==> src/rtl/com_calc.sv <==
// com_calc: centre-of-mass of the motion-mask pixels in one video frame.
//
// Pixels flagged by valid_in are summed per frame.  An end-of-frame strobe
// (tabulate_in) snapshots the sums and pixel count, clears the accumulators,
// and starts two parallel 32-iteration restoring dividers that produce the
// mean column and row.  Accumulation keeps running while the dividers work,
// so no pixel is ever dropped.
//
// Ports
//   clk_in       sole clock, rising edge
//   rst_in       synchronous active-high reset
//   x_in  [10:0] column of current mask pixel (0..1279)
//   y_in  [9:0]  row of current mask pixel (0..719)
//   valid_in     current pixel is set; accumulate it
//   tabulate_in  one-cycle end-of-frame strobe
//   x_out [10:0] centroid column (held between results)
//   y_out [9:0]  centroid row (held between results)
//   valid_out    one-cycle pulse, x_out/y_out newly valid
module com_calc #(
  parameter int unsigned MIN_PIXELS = 1
) (
  input  logic        clk_in,
  input  logic        rst_in,
  input  logic [10:0] x_in,
  input  logic [9:0]  y_in,
  input  logic        valid_in,
  input  logic        tabulate_in,
  output logic [10:0] x_out,
  output logic [9:0]  y_out,
  output logic        valid_out
);

  localparam int unsigned DIV_CYCLES = 32;
  localparam logic [4:0]  LAST_ITER  = 5'(DIV_CYCLES - 1);
  localparam logic [19:0] MIN_CNT    = 20'(MIN_PIXELS);

  localparam logic ACCUM  = 1'b0;
  localparam logic DIVIDE = 1'b1;

  logic        state;

  // Running per-frame accumulators
  logic [31:0] x_sum;
  logic [31:0] y_sum;
  logic [19:0] count;

  // Accumulator values including the current pixel
  logic [31:0] x_add;
  logic [31:0] y_add;
  logic [19:0] count_add;
  logic        frame_ok;

  // Divider state: quotient registers are loaded with the dividend and
  // shift it out MSB-first while quotient bits shift in at the bottom.
  logic [31:0] x_quo;
  logic [31:0] y_quo;
  logic [19:0] x_rem;
  logic [19:0] y_rem;
  logic [19:0] divisor;
  logic [4:0]  iter;

  logic [20:0] x_trial;
  logic [20:0] y_trial;
  logic        x_ge;
  logic        y_ge;
  logic [19:0] x_rem_next;
  logic [19:0] y_rem_next;
  logic [31:0] x_quo_next;
  logic [31:0] y_quo_next;

  logic        valid_q;

  always_comb begin
    x_add     = x_sum + (valid_in ? {21'd0, x_in} : '0);
    y_add     = y_sum + (valid_in ? {22'd0, y_in} : '0);
    count_add = count + {19'd0, valid_in};
    frame_ok  = (count_add != '0) && (count_add >= MIN_CNT);
  end

  always_comb begin
    x_trial = {x_rem, x_quo[31]};
    y_trial = {y_rem, y_quo[31]};
    x_ge    = x_trial >= {1'b0, divisor};
    y_ge    = y_trial >= {1'b0, divisor};
    // When the trial fits, the difference is below divisor, so the
    // 20-bit modular subtraction is exact.
    x_rem_next = x_ge ? (x_trial[19:0] - divisor) : x_trial[19:0];
    y_rem_next = y_ge ? (y_trial[19:0] - divisor) : y_trial[19:0];
    x_quo_next = {x_quo[30:0], x_ge};
    y_quo_next = {y_quo[30:0], y_ge};
  end

  // Gated so a reset in the would-be result cycle suppresses the pulse.
  assign valid_out = valid_q & ~rst_in;

  always_ff @(posedge clk_in) begin
    if (rst_in) begin
      state   <= ACCUM;
      x_sum   <= '0;
      y_sum   <= '0;
      count   <= '0;
      x_quo   <= '0;
      y_quo   <= '0;
      x_rem   <= '0;
      y_rem   <= '0;
      divisor <= '0;
      iter    <= '0;
      x_out   <= '0;
      y_out   <= '0;
      valid_q <= 1'b0;
    end else begin
      valid_q <= 1'b0;

      // The closing pixel is folded into the snapshot via x_add/y_add.
      if (state == ACCUM && tabulate_in) begin
        x_sum <= '0;
        y_sum <= '0;
        count <= '0;
      end else begin
        x_sum <= x_add;
        y_sum <= y_add;
        count <= count_add;
      end

      case (state)
        ACCUM: begin
          if (tabulate_in && frame_ok) begin
            state   <= DIVIDE;
            x_quo   <= x_add;
            y_quo   <= y_add;
            divisor <= count_add;
            x_rem   <= '0;
            y_rem   <= '0;
            iter    <= '0;
          end
        end
        DIVIDE: begin
          x_quo <= x_quo_next;
          y_quo <= y_quo_next;
          x_rem <= x_rem_next;
          y_rem <= y_rem_next;
          iter  <= iter + 5'd1;
          if (iter == LAST_ITER) begin
            x_out   <= x_quo_next[10:0];
            y_out   <= y_quo_next[9:0];
            valid_q <= 1'b1;
            state   <= ACCUM;
          end
        end
        default: state <= ACCUM;
      endcase
    end
  end

endmodule

==> config.mk <==
export PLATFORM = sky130hd
export DESIGN_NAME = com_calc
export DESIGN_NICKNAME = d
export VERILOG_FILES = /design/src/rtl/com_calc.sv
export SDC_FILE = /design/constraint.sdc
export NUM_CORES = 1
export LEC_CHECK = 0
export BUFFER_PORTS_ARGS = -buffer_cell sky130_fd_sc_hd__buf_2
export CAP_MARGIN = 10
export CORE_AREA = 8 8 258 136
export CTS_BUF_LIST = sky130_fd_sc_hd__clkbuf_16
export CTS_CLUSTER_DIAMETER = 150
export DETAILED_ROUTE_END_ITERATION = 12
export DIE_AREA = 0 0 266 144
export GPL_TIMING_DRIVEN = 0
export HOLD_SLACK_MARGIN = 0.06
export PLACE_DENSITY = 0.62
export SLEW_MARGIN = 20
export SYNTH_ARGS = -nofsm -noshare
export SYNTH_HDL_FRONTEND = slang
export SYNTH_SLANG_ARGS = --single-unit
==> constraint.sdc <==
create_clock -name clk_in -period 4.95 [get_ports clk_in]
set_input_delay 0.2475 -clock clk_in [delete_from_list [all_inputs] [get_ports clk_in]]
set_output_delay 0.2475 -clock clk_in [all_outputs]
set_load 0.05 [all_outputs]
== After elaboration in Yosys (flattened, before gate mapping) ==
Cells that the tools add are included.

* Flip-flop bits (word level): 236
* Bits of input ports: 25
* Output and inout port bits: 22
* Word-level logic and storage cells: 52

* Add/sub/neg operators: 6
* Order comparisons: 3
* Equality and inequality tests: 2
* Multiplexer cells: 17
* Bitwise gates (word level): 3
* Reduce and logical (&&, ||, !) cells: 8

{| class="wikitable"
|+ Operator list
! kind !! count
|-
| $pmux W32 S2 || 2
|-
| $pmux W20 S2 || 2
|-
| $mux W32 || 2
|-
| $mux W20 || 3
|-
| $ge A21 B20 Y1 || 2
|-
| $sub A20 B20 Y20 || 2
|-
| $add A32 B10 Y32 || 1
|-
| $add A32 B11 Y32 || 1
|-
| $add A20 B1 Y20 || 1
|-
| $ge A20 B1 Y1 const B || 1
|-
| $reduce_bool A20 Y1 || 1
|-
| $mux W11 || 1
|-
| $mux W10 || 1
|-
| $pmux W5 S2 || 1
|-
| $add A5 B1 Y5 const B || 1
|-
| $eq A5 B5 Y1 const B || 1
|-
| $mux W5 || 1
|-
| $reduce_and A2 Y1 || 2
|-
| $reduce_or A2 Y1 || 2
|-
| $logic_and A1 B1 Y1 || 3
|-
| $mux W1 || 3
|-
| $ne A2 B1 Y1 const B || 1
|-
| $not A1 Y1 || 2
|-
| $pmux W1 S2 || 1
|-
| $and A1 B1 Y1 || 1
|}

== Depth between registers and ports, before layout ==
Gate-level depths: netlist of run 1.

* Depth after elaboration: 6
* Mapped depth: 14
* Gate-level depth less buffers: 12

== Worst setup path before layout of run 1 ==
Ideal clock, no wire load.

* Path type: register to register
* Start: register divisor[1]
* End: register x_rem[1]
* Setup time: 117 ps
* Data arrival time: 2761 ps
* Required time: 4833 ps
* Path slack: 2072 ps
* Cell stages (with the launch flop): 13
* Buffers on the path: 1
* Period minus slack after synthesis: 2878 ps
* Cells stage by stage: dfxtp_1 inv_1 ha_1 nor2b_1 o31a_1 nor4_2 o21ai_1 a221o_1 o211ai_1 a21oi_1 buf_2 mux2i_1 a22o_1

* Cells in the longest elaborated chain, start to end: 3
* Elaborated cells between the ends (all ways): 4
* Classes of those cells: 1 x add/sub; 1 x order compare; 2 x mux

{| class="wikitable"
|+ Ends and longest elaborated chain
! what !! line !! source
|-
| from (decl) || 59 || <nowiki>logic [19:0] divisor;</nowiki>
|-
| from (signal assigned) || 131 || <nowiki>divisor <= count_add;</nowiki>
|-
| $sub A20 B20 Y20 / $ge A21 B20 Y1 (equally long branches) || 87, 83 ||
|-
| $mux W20 (*) || 87 || <nowiki>x_rem_next = x_ge ? (x_trial[19:0] - divisor) : x_trial[19:0];</nowiki>
|-
| $pmux W20 S2 (*) || 125 || <nowiki>case (state)</nowiki>
|-
| to (signal assigned) || 140 || <nowiki>x_rem <= x_rem_next;</nowiki>
|-
| to (decl) || 57 || <nowiki>logic [19:0] x_rem;</nowiki>
|}

Every way passes the cells marked *; elsewhere a longest branch is shown, timed or not.
A chain may end at the register's enable or synchronous reset.

== Worst setup path in the final report of run 1 ==
* Start: register count[0]
* End: register y_quo[10]

* Cells in the longest elaborated chain, start to end: 5
* Elaborated cells between the ends (all ways): 6
* Classes of those cells: 1 x add/sub; 1 x order compare; 1 x eq/ne; 3 x reduce/logical

{| class="wikitable"
|+ Ends and longest elaborated chain
! what !! line !! source
|-
| from (decl) || 45 || <nowiki>logic [19:0] count;</nowiki>
|-
| from (signal assigned) || 122 || <nowiki>count <= count_add;</nowiki>
|-
| $add A20 B1 Y20 (*) || 76 || <nowiki>count_add = count + {19'd0, valid_in};</nowiki>
|-
| $ge A20 B1 Y1 / $reduce_bool A20 Y1 (equally long branches) || 77 || <nowiki>frame_ok = (count_add != '0) && (count_add >= MIN_CNT);</nowiki>
|-
| $logic_and A1 B1 Y1 (*) || 77 ||
|-
| $logic_and A1 B1 Y1 (*) || 127 || <nowiki>if (tabulate_in && frame_ok) begin</nowiki>
|-
| $ne A2 B1 Y1 (no line) (*) || n/a ||
|-
| to (signal assigned) || 130 || <nowiki>y_quo <= y_add;</nowiki>
|-
| to (signal assigned) || 139 || <nowiki>y_quo <= y_quo_next;</nowiki>
|-
| to (decl) || 56 || <nowiki>logic [31:0] y_quo;</nowiki>
|}

Marked as above.

==> results.sh, run 1 <==
export IMPL_outcome="finished clean"
export IMPL_peakVddDrop_uv=452
export IMPL_fp_dieArea_sq_um=38300
export IMPL_cts_buffers=23
export IMPL_grt_max_degree=16
export IMPL_die_w_microns=266
export IMPL_clk_latency_ps=550
export IMPL_max_freq_ghz=0.267
export IMPL_nFillCells=3180
export IMPL_wl_per_cell_microns=19.2
export IMPL_clk_pin_slew_ps=70
export IMPL_cts_buffer_depth=3
export IMPL_p_leak_nw=5.26
export IMPL_slew_violations=0
export IMPL_cts_root_buf="clkbuf_16"
export IMPL_hold_violations=0
export IMPL_dp_cells=1898
export IMPL_setup_tns_ps=0
export IMPL_drt_wl_total_microns=37300
export IMPL_hp_start="tabulate_in"
export IMPL_vias=10700
export IMPL_crit_fanout=10
export IMPL_grt_setup_unrepaired="no"
export IMPL_tightest_slew_ps=821
export IMPL_synth_flop_cell="dfxtp_1"
export IMPL_io_buffers=45
export IMPL_power_density_nw_per_um2=591
export IMPL_clock_sinks=236
export IMPL_setup_violations=0
export IMPL_final_common_cell="dfxtp_1"
export IMPL_synthCells=1412
export IMPL_core_sq_um=31900
export IMPL_synth_distinct_cells=69
export IMPL_route_detailed_drc=0
export IMPL_drtIter0Drc=1001
export IMPL_finish_utilization=0.432
export IMPL_grt_ovfl_total=0
export IMPL_cts_htree_levels=1
export IMPL_synth_area_per_cell_sq_um=8.71
export IMPL_critical_path_arrival_ps=4140
export IMPL_ant_nets=0
export IMPL_layout_cells_non_filler=1940
export IMPL_row_count=47
export IMPL_final_nets=1576
export IMPL_area_growth_pct=11.9
export IMPL_die_h_microns=144
export IMPL_drive_above_1_share=0.0781
export IMPL_worst_setup_path_end_kind="flop"
export IMPL_synth_fp_nets=1506
export IMPL_ioPinCount=47
export IMPL_grt_use_total=0.190
export IMPL_fin_hold_ws_ps=221
export IMPL_ctsResizeCount=0
export IMPL_dr_pass1_iters=5
export IMPL_hold_path_class="in -> reg"
export IMPL_skew_ps=31.5
export IMPL_synth_edff_count=0
export IMPL_required_ps=5350
export IMPL_fin_crit_sh=0.758
export IMPL_ys_seq_elements=236
export IMPL_layout_common_cells="236 x dfxtp_1, 164 x nor2_1, 101 x a211oi_1"
export IMPL_avgViaCountPerCell=5.52
export IMPL_ys_seq_area_frac=0.384
export IMPL_dp_hpwl_microns=28900
export IMPL_crit_start="count[0]"
export IMPL_diodes=0
export IMPL_yosys_warnings=0
export IMPL_syn_cell_area_sq_um=12300
export IMPL_start_util=0.386
export IMPL_place_congestion=0.877
export IMPL_fin_crit_ps=3750
export IMPL_maxCapViolCount=0
export IMPL_relSlewSlack=0.452
export IMPL_r2r_start="count[0]"
export IMPL_path_class="reg -> reg"
export IMPL_antenna_found_initial=0
export IMPL_hold_buffers=0
export IMPL_synthArstFlopShare=0
export IMPL_cp_start_kind="flop"
export IMPL_cts_tree="yes"
export IMPL_grt_pass1_vias=9562
export IMPL_post_cts_buffers=0
export IMPL_grt_pass1_wl_microns=56900
[routing by layer]
layer	track usage	part of all wire	up-vias
met1	0.320	0.55	5104
met2	0.226	0.34	380
met4	0.0330	0.014	0
li1	-	-	5191
met5	0	0	-
met3	0.0477	0.096	35
[final timing paths]
kind,end,slack (ps),depth (start not counted)
worst max register to register,y_quo[10],1200,11
worst min register to register,y_rem[19],450,2
worst max-delay path,y_quo[10],1200,11
worst min-delay path,y_rem[14],220,4
[through the flow]
stage               setup WS [ps]  area, sq um  power, mW
floorplan                    2070        12300       5.49
global route                 1080        13800       8.63
CTS                          1350        13800       8.07
detailed placement           1080        13100       6.37
finish                       1200        13800       8.14
global placement             1110        13100       6.33
[worst max-delay path, stage by stage, from the launching register on]
cell and delay (ps):
dfxtp_1 310, ha_1 200, ha_1 210, nand3_1 130
nor2_1 420, nand3_1 150, xor2_1 500, and3_1 390
a21oi_2 170, nand2b_1 270, clkbuf_1 640, o21ai_0 190
[registers in the layout, indices dropped and copies added (netlist names)]
name,flops
count,20
divisor,20
iter,5
state,1
valid_q,1
x_out,11
x_quo,32
x_rem,20
x_sum,32
y_out,10
y_quo,32
y_rem,20
y_sum,32
[kinds of logic after synthesis]
| logic type | Yosys count | share of synthesized area |
|---|---|---|
| and+or+nand+nor | 472 | 0.189 |
| AOI/OAI and AO/OA | 371 | 0.207 |
| DFF | 236 | 0.384 |
| buffers and inverters | 118 | 0.0397 |
| xor gates and xnor gates | 109 | 0.0776 |
| adders and majority gates | 69 | 0.0726 |
| muxes | 37 | 0.0301 |
[where the power goes]
| group | switching, mW | leakage, nW | internal (mW) |
|---|---|---|---|
| Clock | 0.793 | 0.357 | 0.901 |
| Sequential | 0.155 | 1.92 | 2.09 |
| Combinational | 2.37 | 2.99 | 1.83 |
[Yosys cell counts, types with 5 or more instances]
master,n,area share
a211oi_1,101,0.062
a21o_1,15,0.0092
a21oi_1,57,0.023
a22o_1,26,0.019
a22oi_1,15,0.0092
a31oi_1,9,0.0046
and2_1,29,0.015
and3_1,21,0.011
and4_1,8,0.0057
buf_2,15,0.0061
buf_4,7,0.0043
clkbuf_1,47,0.014
dfxtp_1,236,0.38
ha_1,65,0.066
inv_1,45,0.014
mux2i_1,37,0.030
nand2_1,95,0.029
nand2b_1,16,0.0081
nand3_1,21,0.0085
nand4_1,13,0.0066
nor2_1,164,0.050
nor2b_1,57,0.029
nor3_1,23,0.0094
nor3b_1,5,0.0031
o211a_1,5,0.0041
o211ai_1,7,0.0043
o21a_1,7,0.0043
o21ai_0,65,0.026
o21ai_1,14,0.0057
o221ai_1,5,0.0036
o2bb2a_1,5,0.0041
xnor2_1,73,0.052
xor2_1,36,0.026
[final cells by class]
class / count / area [sq um] / area share
clock buffer: 23 / 576 / 0.0418
inverter: 46 / 173 / 0.0125
buffer: 72 / 315 / 0.0229
clock inverter: 19 / 116 / 0.00845
timing repair buffer: 45 / 225 / 0.0164
tap: 441 / 552 / 0.0401
multi-input combinational: 1058 / 7090 / 0.515
sequential: 236 / 4720 / 0.343
(Power assumes the default switching activity.)
==> run 2, diff against run 1 <==
==> constraint.sdc (replaced) <==
create_clock -name clk_in -period 3.7 [get_ports clk_in]
set_input_delay 0.185 -clock clk_in [delete_from_list [all_inputs] [get_ports clk_in]]
set_output_delay 0.185 -clock clk_in [all_outputs]
set_load 0.05 [all_outputs]
==> run 2 against run 1 <==
- critical path depth increased by 1
- wire length grew 0.14%
- sequential power is 34% higher
- first-iteration DRC count down 1.7%
- maximum frequency grew 7.9%
- total power up 34%
- critical path type unchanged
==> results.sh, run 2 (same netlist as run 1, synthesis figures left out) <==
export IMPL_critical_path_arrival_ps=3860
export IMPL_grt_setup_unrepaired="no"
export IMPL_tightest_slew_ps=840
export IMPL_fin_hold_ws_ps=147
export IMPL_dp_hpwl_microns=28900
export IMPL_grt_pass1_wl_microns=56900
export IMPL_avgViaCountPerCell=5.52
export IMPL_outcome="finished clean"
export IMPL_cts_buffer_depth=3
export IMPL_clk_latency_ps=550
export IMPL_ant_nets=0
export IMPL_antenna_found_initial=0
export IMPL_setup_tns_ps=0
export IMPL_drt_wl_total_microns=37300
export IMPL_layout_cells_non_filler=1941
export IMPL_required_ps=4080
export IMPL_finish_utilization=0.433
export IMPL_r2r_start="count[0]"
export IMPL_core_sq_um=31900
export IMPL_cts_root_buf="clkbuf_16"
export IMPL_crit_fanout=10
export IMPL_max_freq_ghz=0.288
export IMPL_area_growth_pct=12.1
export IMPL_final_common_cell="dfxtp_1"
export IMPL_drive_above_1_share=0.0801
export IMPL_io_buffers=45
export IMPL_cp_start_kind="flop"
export IMPL_fp_dieArea_sq_um=38300
export IMPL_grt_pass1_vias=9562
export IMPL_start_util=0.386
export IMPL_clock_sinks=236
export IMPL_die_h_microns=144
export IMPL_grt_use_total=0.190
export IMPL_cts_tree="yes"
export IMPL_cts_buffers=23
export IMPL_die_w_microns=266
export IMPL_route_detailed_drc=0
export IMPL_drtIter0Drc=984
export IMPL_grt_ovfl_total=0
export IMPL_relSlewSlack=0.440
export IMPL_skew_ps=32.2
export IMPL_finalPower_mw=10.9
export IMPL_hp_start="tabulate_in"
export IMPL_maxCapViolCount=0
export IMPL_vias=10700
export IMPL_nFillCells=3175
export IMPL_row_count=47
export IMPL_place_congestion=0.877
export IMPL_reg2reg_slack_ps=220
export IMPL_slew_violations=0
export IMPL_dr_pass1_iters=6
export IMPL_hold_path_class="in -> reg"
export IMPL_worst_setup_path_end_kind="flop"
export IMPL_hold_violations=0
export IMPL_dp_cells=1898
export IMPL_whs_path_depth=4
export IMPL_setup_violations=0
export IMPL_final_nets=1576
export IMPL_path_class="reg -> reg"
export IMPL_p_leak_nw=5.27
export IMPL_reg2regPathDepth=12
export IMPL_clk_pin_slew_ps=70
export IMPL_ioPinCount=47
export IMPL_peakVddDrop_uv=606
export IMPL_r2r_end="x_quo[26]"
export IMPL_grt_max_degree=16
export IMPL_cts_htree_levels=1
export IMPL_fin_crit_sh=0.940
export IMPL_power_density_nw_per_um2=791
export IMPL_fin_crit_ps=3480
export IMPL_layout_common_cells="236 x dfxtp_1, 164 x nor2_1, 101 x a211oi_1"
export IMPL_wl_per_cell_microns=19.2
export IMPL_min_to="y_rem[14]"
run 2: how the worst max path moves through the flow:
stage	from	endpoint	slack [ps]	cells past startpoint
finish	count[0]	x_quo[26]	220	12
global route	count[0]	x_quo[28]	10	12
CTS	count[0]	y_quo[10]	100	10
detailed placement	valid_in	x_quo[24]	-100	14
global placement	valid_in	x_quo[24]	-80	14
floorplan	divisor[1]	x_rem[1]	820	12
run 2: layout make-up:
type	instances	area, sq um	share of cell area
multi-input combinational	1058	7100	0.515
sequential	236	4720	0.343
clock buffer	23	576	0.0417
tap	441	552	0.0400
buffer	72	319	0.0231
timing repair buffer	45	225	0.0163
inverter	46	173	0.0125
clock inverter	19	116	0.00844
antenna	1	2.50	0.000181
run 2: what timing repair did:
| item | in CTS | in global routing |
|---|---|---|
| hold endpoints to repair | 0 | 0 |
| gates resized for setup | 0 | 5 |
| setup buffers | 0 | 0 |
| setup endpoints to repair | 0 | 19 |
| hold buffers | 0 | 0 |
run 2: routing by layer:
layer  track usage  share of wire  wire, microns
met4        0.0330          0.015            551
met2         0.226           0.34          12600
met5             0              0              0
met3        0.0477          0.096           3580
met1         0.320           0.55          20500
run 2: metrics by stage:
stage                     setup slack [ps]  area [sq um]
after floorplan                        822         12300
after global placement               -82.2         13100
after detailed placement              -105         13100
after CTS                             95.5         13800
after global routing                  15.0         13800
final                                  224         13800
run 2: critical path, cell delays in order (launching register included):
cell and delay, ps:
dfxtp_1 310, ha_1 200, ha_1 210, nand3_1 130
nor2_1 420, nand3_1 150, xor2_1 510, and3_1 400
a21oi_2 170, buf_4 250, buf_2 220, a211oi_1 260
a211oi_1 80
run 2: report_power, final:
part | internal [mW] | total (mW) | switching (mW)
Combinational | 2.47 | 5.63 | 3.17
Sequential | 2.80 | 3.01 | 0.206
Clock | 1.21 | 2.26 | 1.05
==> run 3, diff against run 2 <==
--- a/config.mk
+++ b/config.mk
@@ -5,6 +5,7 @@
 export SDC_FILE = /design/constraint.sdc
 export NUM_CORES = 1
 export LEC_CHECK = 0
+export ABC_CLOCK_PERIOD_IN_PS = 3700
 export BUFFER_PORTS_ARGS = -buffer_cell sky130_fd_sc_hd__buf_2
 export CAP_MARGIN = 10
 export CORE_AREA = 8 8 258 136
@@ -14,7 +15,7 @@
 export DIE_AREA = 0 0 266 144
 export GPL_TIMING_DRIVEN = 0
 export HOLD_SLACK_MARGIN = 0.06
-export PLACE_DENSITY = 0.62
+export PLACE_DENSITY = 0.61
 export SLEW_MARGIN = 20
 export SYNTH_ARGS = -nofsm -noshare
 export SYNTH_HDL_FRONTEND = slang
==> constraint.sdc (replaced) <==
create_clock -name clk_in -period 3.7 [get_ports clk_in]
set_input_delay 0.925 -clock clk_in [delete_from_list [all_inputs] [get_ports clk_in]]
set_output_delay 0.925 -clock clk_in [all_outputs]
set_load 0.05 [all_outputs]
==> run 3 against run 2 <==
- hold slack improved by 310 ps
- combinational power is 2% higher
- critical path depth up 2
- clock power fell by 4%
- largest cell class unchanged
- design area is 0.64% higher
- sequential share of layout area decreased by 0.22 points
- critical path type is now in -> reg
- critical endpoint is now y_rem[11]
- global-route usage rose by 0.38 points
==> results.sh, run 3 (same netlist as run 1, synthesis figures left out) <==
export IMPL_grt_setup_unrepaired="no"
export IMPL_placed_area_sq_um=13100
export IMPL_critical_path_arrival_ps=3940
export IMPL_slowest_stage="xor2_1"
export IMPL_required_ps=4150
export IMPL_drive_above_1_share=0.0880
export IMPL_peakVddDrop_uv=535
export IMPL_design_area_sq_um=13900
export IMPL_outcome="finished clean"
export IMPL_cpPeakStageDelay_ps=420
export IMPL_path_cells="buf_2 -> ha_1 -> and4_1 -> nand2_1 -> xor2_1 -> o2111ai_1 -> nor4_4 -> buf_4 -> a21oi_4 -> nor3_2 -> buf_4 -> buf_4 -> a32oi_1 -> o21ai_1"
export IMPL_worst_setup_path_end_kind="flop"
export IMPL_skew_ps=12.6
export IMPL_final_common_cell="dfxtp_1"
export IMPL_setup_violations=0
export IMPL_die_w_microns=266
export IMPL_row_count=47
export IMPL_route_detailed_drc=0
export IMPL_ant_nets=0
export IMPL_hold_path_class="reg -> reg"
export IMPL_p_leak_nw=5.30
export IMPL_finish_utilization=0.435
export IMPL_die_h_microns=144
export IMPL_vias=10800
export IMPL_antenna_found_initial=0
export IMPL_hold_buffers=0
export IMPL_grt_ovfl_total=0
export IMPL_wl_per_cell_microns=19.5
export IMPL_r2r_start="divisor[1]"
export IMPL_dr_pass1_iters=5
export IMPL_cts_tree="yes"
export IMPL_relSlewSlack=0.378
export IMPL_maxCapViolCount=0
export IMPL_layout_common_cells="236 x dfxtp_1, 162 x nor2_1, 101 x a211oi_1"
export IMPL_cp_start_kind="input pin"
export IMPL_path_class="in -> reg"
export IMPL_cts_buffer_depth=3
export IMPL_r2r_end="x_rem[9]"
export IMPL_max_freq_ghz=0.287
export IMPL_cts_htree_levels=1
export IMPL_fin_crit_ps=3480
export IMPL_final_nets=1579
export IMPL_clk_pin_slew_ps=70
export IMPL_reg2regPathDepth=12
export IMPL_io_buffers=45
export IMPL_cts_root_buf="clkbuf_16"
export IMPL_fin_crit_sh=0.941
export IMPL_tightest_slew_ps=930
export IMPL_hold_violations=0
export IMPL_fp_dieArea_sq_um=38300
export IMPL_grt_use_total=0.194
export IMPL_cp_common_cell="buf_4"
export IMPL_whs_path_depth=2
export IMPL_grt_max_degree=14
export IMPL_dp_hpwl_microns=29000
export IMPL_grt_pass1_vias=9954
export IMPL_area_growth_pct=12.8
export IMPL_grt_pass1_wl_microns=58300
export IMPL_drtIter0Drc=1043
export IMPL_power_density_nw_per_um2=789
export IMPL_setup_tns_ps=0
export IMPL_cts_buffers=23
export IMPL_pre_cts_ws_ps=-890
export IMPL_avgViaCountPerCell=5.54
export IMPL_reg2reg_slack_ps=280
export IMPL_clk_latency_ps=540
export IMPL_min_to="x_out[0]"
export IMPL_fin_ws_ps=217
export IMPL_slew_violations=0
export IMPL_crit_family="buffers and inverters"
export IMPL_critical_path_buf_inv_count=4
export IMPL_place_congestion=0.863
export IMPL_drt_wl_total_microns=37900
export IMPL_crit_fanout=10
export IMPL_start_util=0.386
export IMPL_finalPower_mw=10.9
export IMPL_core_sq_um=31900
export IMPL_ioPinCount=47
export IMPL_hp_start="x_out[0]"
export IMPL_clock_sinks=236
[run 3: metrics by stage]
stage                     hold slack, ps  std cells
after CTS                            461       1939
after detailed placement             446       1898
after global routing                 486       1941
after floorplan                      427       1412
after global placement               438       1898
final                                456       1942
[run 3: what timing repair did]
item	CTS	global route
setup buffers	1	2
resized for setup	6	19
setup endpoints to repair	48	146
pin swaps	1	2
[run 3: per-layer routing]
metal | GRT usage | vias to the layer above | part of all wire
met2 | 0.237 | 426 | 0.34
met4 | 0.0247 | 0 | 0.011
met1 | 0.324 | 5108 | 0.55
met3 | 0.0484 | 38 | 0.097
met5 | 0 | - | 0
li1 | - | 5190 | -
[run 3: power breakdown]
group	internal [mW]	switching, mW	total, mW
Clock	1.12	1.05	2.18
Sequential	2.80	0.206	3.01
Combinational	2.47	3.30	5.76
Total	6.39	4.55	10.9
[run 3: worst max path at each step]
stage                     startpoint        end  depth (start not counted)
after floorplan             valid_in  x_quo[26]                         13
after global placement      valid_in  x_quo[24]                         14
after detailed placement    valid_in  x_quo[24]                         14
after CTS                   valid_in  y_quo[28]                         13
after global routing        valid_in  x_quo[17]                         13
final                       valid_in  y_rem[11]                         14
[run 3: worst min-delay path: cells and delay by family (launching register included)]
family          cells  cell delay (ps)
flops               1              320
simple gates        1               50
compound gates      1               50
[run 3: area by class of cell]
class	instances	area (sq um)
plain buffers	72	319
flip-flops and latches	236	4720
clock inverters	17	71.3
clock buffers	23	576
diodes	1	2.50
fillers	3171	18000
multi-input cells	1058	7210
inverters	46	173
repair buffers	48	248
well taps	441	552
